**config.mk**
```make
export PLATFORM = sky130hd
export DESIGN_NAME = multiword_add_seq
export DESIGN_NICKNAME = d
export VERILOG_FILES = /design/src/rtl/multiword_add_seq_pkg.sv /design/src/rtl/multiword_add_seq_adder.sv /design/src/rtl/multiword_add_seq.sv
export SDC_FILE = /design/constraint.sdc
export NUM_CORES = 1
export LEC_CHECK = 0
export ABC_AREA = 0
export CAP_MARGIN = 0
export CELL_PAD_IN_SITES_DETAIL_PLACEMENT = 1
export CELL_PAD_IN_SITES_GLOBAL_PLACEMENT = 1
export CORE_MARGIN = 5
export CORE_UTILIZATION = 41
export DETAILED_ROUTE_END_ITERATION = 6
export GPL_TIMING_DRIVEN = 0
export PLACE_DENSITY = 0.9
export SLEW_MARGIN = 5
export SYNTH_ARGS = -nofsm -noshare
export SYNTH_HDL_FRONTEND = slang
export SYNTH_SLANG_ARGS = --single-unit
```
**constraint.sdc**
```tcl
create_clock -name clk -period 3.6 [get_ports clk]
set_input_delay 0.54 -clock clk [delete_from_list [all_inputs] [get_ports clk]]
set_output_delay 0.54 -clock clk [all_outputs]
set_load 0.05 [all_outputs]
```
**src/rtl/multiword_add_seq_pkg.sv**
```systemverilog
// Shared definitions for the multi-word nibble-serial add/subtract sequencer.
//   state_t : sequencer states (IDLE, RUN, DONE)
//   NIB_W   : width of one adder slice in bits
package multiword_add_seq_pkg;

  localparam int unsigned NIB_W = 4;

  typedef enum logic [1:0] {
    IDLE = 2'd0,
    RUN  = 2'd1,
    DONE = 2'd2
  } state_t;

endpackage

```
**src/rtl/multiword_add_seq_adder.sv**
```systemverilog
// CarryRippleAdder: purely combinational ripple-carry adder slice.
//   a, b : addends
//   cin  : carry-in
//   s    : sum
//   cout : carry-out of the top bit
module CarryRippleAdder
  import multiword_add_seq_pkg::*;
#(
  parameter int unsigned WIDTH = NIB_W
) (
  input  logic [WIDTH-1:0] a,
  input  logic [WIDTH-1:0] b,
  input  logic             cin,
  output logic [WIDTH-1:0] s,
  output logic             cout
);

  always_comb begin
    logic [WIDTH:0] c;
    c    = '0;
    s    = '0;
    c[0] = cin;
    for (int unsigned i = 0; i < WIDTH; i++) begin
      s[i]   = a[i] ^ b[i] ^ c[i];
      c[i+1] = (a[i] & b[i]) | (a[i] & c[i]) | (b[i] & c[i]);
    end
    cout = c[WIDTH];
  end

endmodule

```
**src/rtl/multiword_add_seq.sv**
```systemverilog
// multiword_add_seq: wide add/subtract computed one nibble per cycle through a
// single 4-bit CarryRippleAdder, with the carry registered between nibbles.
//   clk, rst_n : clock, asynchronous active-low reset
//   start      : request (accepted in IDLE or DONE)
//   sub, cin   : operation select and carry/borrow-in, captured with start
//   op_a, op_b : operands (W = 4*NIBBLES bits), captured with start
//   busy       : high while in RUN
//   done       : one-cycle completion pulse
//   sum, cout, ovf : result, final carry (inverted borrow in sub), signed overflow
module multiword_add_seq
  import multiword_add_seq_pkg::*;
#(
  parameter int unsigned NIBBLES = 4
) (
  input  logic                       clk,
  input  logic                       rst_n,
  input  logic                       start,
  input  logic                       sub,
  input  logic                       cin,
  input  logic [NIBBLES*NIB_W-1:0]   op_a,
  input  logic [NIBBLES*NIB_W-1:0]   op_b,
  output logic                       busy,
  output logic                       done,
  output logic [NIBBLES*NIB_W-1:0]   sum,
  output logic                       cout,
  output logic                       ovf
);

  localparam int unsigned W  = NIBBLES * NIB_W;
  localparam int unsigned IW = $clog2(NIBBLES);

  state_t          state;
  logic [W-1:0]    a_q;
  logic [W-1:0]    b_q;
  logic [W-1:0]    res_q;
  logic            carry_q;
  logic [IW-1:0]   idx_q;

  logic [NIB_W-1:0] a_nib;
  logic [NIB_W-1:0] b_nib;
  logic [NIB_W-1:0] s_nib;
  logic             c_nib;
  logic [W-1:0]     res_next;
  logic             last;

  assign a_nib = a_q[idx_q*NIB_W +: NIB_W];
  assign b_nib = b_q[idx_q*NIB_W +: NIB_W];
  assign last  = (idx_q == IW'(NIBBLES - 1));

  CarryRippleAdder #(
    .WIDTH (NIB_W)
  ) u_adder (
    .a    (a_nib),
    .b    (b_nib),
    .cin  (carry_q),
    .s    (s_nib),
    .cout (c_nib)
  );

  // Working result with the current nibble merged in, so the final nibble is
  // visible to the sum/ovf capture in the same cycle it is produced.
  always_comb begin
    res_next = res_q;
    res_next[idx_q*NIB_W +: NIB_W] = s_nib;
  end

  always_ff @(posedge clk or negedge rst_n) begin
    if (!rst_n) begin
      state   <= IDLE;
      a_q     <= '0;
      b_q     <= '0;
      res_q   <= '0;
      carry_q <= 1'b0;
      idx_q   <= '0;
      busy    <= 1'b0;
      done    <= 1'b0;
      sum     <= '0;
      cout    <= 1'b0;
      ovf     <= 1'b0;
    end else begin
      case (state)
        IDLE, DONE: begin
          done <= 1'b0;
          if (start) begin
            // Subtraction as A + ~B + ~cin; the inversion is folded into capture.
            a_q     <= op_a;
            b_q     <= sub ? ~op_b : op_b;
            carry_q <= cin ^ sub;
            res_q   <= '0;
            idx_q   <= '0;
            busy    <= 1'b1;
            state   <= RUN;
          end else begin
            state <= IDLE;
          end
        end
        RUN: begin
          res_q   <= res_next;
          carry_q <= c_nib;
          idx_q   <= idx_q + 1'b1;
          if (last) begin
            sum   <= res_next;
            cout  <= c_nib;
            ovf   <= (a_q[W-1] == b_q[W-1]) && (res_next[W-1] != a_q[W-1]);
            busy  <= 1'b0;
            done  <= 1'b1;
            state <= DONE;
          end
        end
        default: begin
          busy  <= 1'b0;
          done  <= 1'b0;
          state <= IDLE;
        end
      endcase
    end
  end

endmodule
```
==> results of run 1 <==
## what timing repair did
| item | in CTS | in global routing |
|---|---|---|
| buffers inserted | 0 | 0 |
| hold buffers | 1 | 0 |
| resized for setup | 0 | 3 |
| setup endpoints to repair | 2 | 4 |
| endpoints found under the hold margin | 1 | 0 |
## sequential cells by signal, indices dropped and copies added, names as in the netlist
register,flops
carry_q,1
a_q,16
state,1
cout,1
b_q,16
busy,1
ovf,1
res_q,16
done,1
sum,16
idx_q,2
## through the flow
| stage | TNS (ps) | power (mW) |
|---|---|---|
| floorplan | 0 | 2.86 |
| global placement | -26250 | 3.49 |
| detailed placement | 0 | 3.63 |
| CTS | 0 | 4.39 |
| global route | 0 | 4.68 |
| finish | 0 | 4.38 |
## area by class of cell
type                            instances  area (um2)  area share
Sequential cell                        72        1800       0.408
Multi-Input combinational cell        229        1520       0.345
Timing Repair Buffer                   57         586       0.133
Clock buffer                           13         149      0.0337
Tap cell                              105         131      0.0298
Buffer                                 22         116      0.0264
Clock inverter                          3        65.1      0.0147
Inverter                               11        41.3     0.00936
## layer usage
metal  GRT usage  vias up  wire length, um
met5           0        -                0
met3      0.0437       10              427
met2       0.328       76             4670
met4      0.0484        0               98
met1       0.231     1304             3650
li1            -     1260                -
## cell usage after synthesis
| master | n |
|---|---|
| a21oi_1 | 16 |
| mux2i_1 | 5 |
| and4bb_1 | 1 |
| ha_1 | 6 |
| buf_2 | 14 |
| clkbuf_1 | 6 |
| buf_4 | 2 |
| nor4b_1 | 1 |
| a32o_1 | 7 |
| nand2b_1 | 2 |
| inv_1 | 11 |
| buf_6 | 1 |
| nand3_1 | 2 |
| mux2_2 | 1 |
| a22o_1 | 9 |
| o21ai_0 | 35 |
| a221o_1 | 1 |
| a2111o_1 | 1 |
| nor2_1 | 7 |
| dfrtp_1 | 72 |
| mux4_2 | 8 |
| and4bb_2 | 2 |
| xnor2_1 | 17 |
| nand2_1 | 82 |
| nand4_1 | 1 |
| fa_1 | 4 |
| o2bb2ai_1 | 1 |
| nor2b_1 | 18 |
| nand3b_1 | 1 |
| and4b_1 | 1 |
## final timing paths
kind / endpoint / slack, ps / cells after the start
max in group asynchronous: res_q[9]$_DFFE_PN0P_ / 2550 / 3
worst max-delay path: res_q[15]$_DFFE_PN0P_ / 240 / 10
worst max register to register: res_q[15]$_DFFE_PN0P_ / 240 / 10
worst min-delay path: sum[11]$_DFFE_PN0P_ / 480 / 2
min in group asynchronous: sum[14]$_DFFE_PN0P_ / 510 / 2
worst min register to register: sum[11]$_DFFE_PN0P_ / 480 / 2
## kinds of logic (layout without fill, tap and decap cells)
family,count (synthesis),after routing,synth area share
adder cells (fa/ha/maj),10,10,0.0446
flip-flops,72,72,0.518
multiplexers,14,14,0.0694
XOR/XNOR,17,17,0.0428
AO/OA/AOI/OAI,70,70,0.125
AND/OR/NAND/NOR,118,118,0.155
buffers and inverters,34,106,0.0460
## power by group
| group | switching, mW | internal, mW |
|---|---|---|
| logic | 1.41 | 0.870 |
| clock network | 0.309 | 0.409 |
| registers | 0.223 | 1.15 |
## worst min-delay path, stage by stage (launching register included)
cell and delay, ps:
dfrtp_1 340, nand2_1 50, o21ai_0 60
==> results.py, run 1 <==
metrics = {
    "run_status": {
        "status": "complete, no violations",
    },
    "placed_design": {
        "dp_hpwl_um": 6400,
        "place_worst_setup_slack_ps": 17.1,
        "place_area_um2": 4190,
        "numPortBuffers": 55,
        "gp_congestion": 0.759,
        "dp.cells": 496,
    },
    "yosys": {
        "synth_fp_nets": 382,
        "synth_area_leader_cell": "dfrtp_1",
        "syn_area_um2": 3480,
        "avgSynthCellArea_um2": 10.4,
        "ys_types": 30,
        "ys_seq_area_frac": 0.518,
        "synth_area_leaders": "dfrtp_1 (52%), nand2_1 (8.8%), mux4_2 (5.2%)",
        "synth_top_cell_area_share": 0.518,
        "synth_warnings": 0,
        "syn_inst": 335,
        "ys_ff_latch": 72,
    },
    "clock_network": {
        "clock_sinks": 72,
        "clockBufferDepth": 2,
        "h-tree-depth": 3,
        "clk_pin_slew_ps": 80,
        "cts_buffers": 9,
        "clk_latency_ps": 360,
        "cts-root-buf": "clkbuf_8",
        "cts_tree": "yes",
    },
    "timing": {
        "rsz0062_at_grt": "no",
        "slew_viol_final": 0,
        "relSlewSlack": 0.658,
        "fin_crit_sh": 0.932,
        "hold_viol_final": 0,
        "fmax_mhz": 298,
        "fin_worst_skew_ps": 8.13,
        "setup_violations": 0,
        "min_period_ps": 3360,
        "worst_slack_ps": 244,
        "finalHoldWorstSlack_ps": 484,
        "worstMarginPinSlew_ps": 512,
    },
    "final_layout": {
        "n_antenna_cell": 0,
        "fillCellCount": 937,
        "final_common_cell": "nand2_1",
        "stdcell_area_um2": 4410,
        "fin_util": 0.534,
        "area_delta_synth_final_pct": 26.7,
        "final_cell_mix": "nand2_1 (82), dfrtp_1 (72), clkdlybuf4s50_1 (54)",
        "instances_no_fill": 512,
        "fin_nets": 449,
        "final_layout_size_suffix_gt1_frac": 0.111,
    },
    "drt": {
        "dr.pass1.iters": 4,
        "drcViolationCount": 0,
        "num_vias": 2650,
        "viasPerCell": 5.18,
        "drtIter0Drc": 97,
        "antenna_left": 0,
        "wirelength_um": 8840,
        "post_drt_wl_per_cell_um": 17.3,
    },
    "critical_path": {
        "critPathMaxStageDelay_ps": 660,
        "cp_cell_sequence": "buf_4 > mux4_2 > fa_1 > inv_1 > fa_1 > fa_1 > inv_1 > fa_2 > a21oi_1 > o2bb2ai_1",
        "end_kind": "flip-flop",
        "crit_start": "idx_q[0]$_DFFE_PN0P_",
        "reg2reg_from": "idx_q[0]$_DFFE_PN0P_",
        "crit_required_ps": 3880,
        "worstPathMaxFanout": 10,
        "worst_ep_arrival_time_ps": 3640,
        "worst_path_max_delay_cell": "fa_2",
        "critPathKind": "flip-flop to flip-flop",
        "crit_path_start_kind": "flip-flop",
        "critPathMostFrequentCell": "fa_1",
        "path_buf_inv": 3,
        "cp_top_family": "adder cells",
    },
    "floorplanning": {
        "coreArea_um2": 8260,
        "die_w_um": 102,
        "rows": 33,
        "ioPinCount": 57,
        "start_util": 0.422,
        "fp.dieH_um": 102,
        "die-area_um2": 10400,
    },
    "grt": {
        "antenna_found_initial": 0,
        "grt_overflow": 0,
        "grt_max_degree": 72,
        "grt_usage": 0.186,
        "grt_pass1_vias": 2939,
        "grt_pass1_wl_um": 14900,
    },
    "power_and_ir_drop": {
        "p_per_area_nw_per_um2": 992,
        "p_leak_nw": 2.00,
        "peakVddDrop_mv": 0.500,
    },
    "hold_path": {
        "min_path_type": "flip-flop to flip-flop",
        "worstHoldStart": "sum[11]$_DFFE_PN0P_",
    },
    "run": {
        "drv_cap": 0,
    },
}
Power figures use the tool's default switching activity.
==> run 2, diff against run 1 <==
Settings changed: CAP_MARGIN 0 to not set.
==> results of run 2 <==
No change in the layout: final DEF, timing and power equal those of run 1.
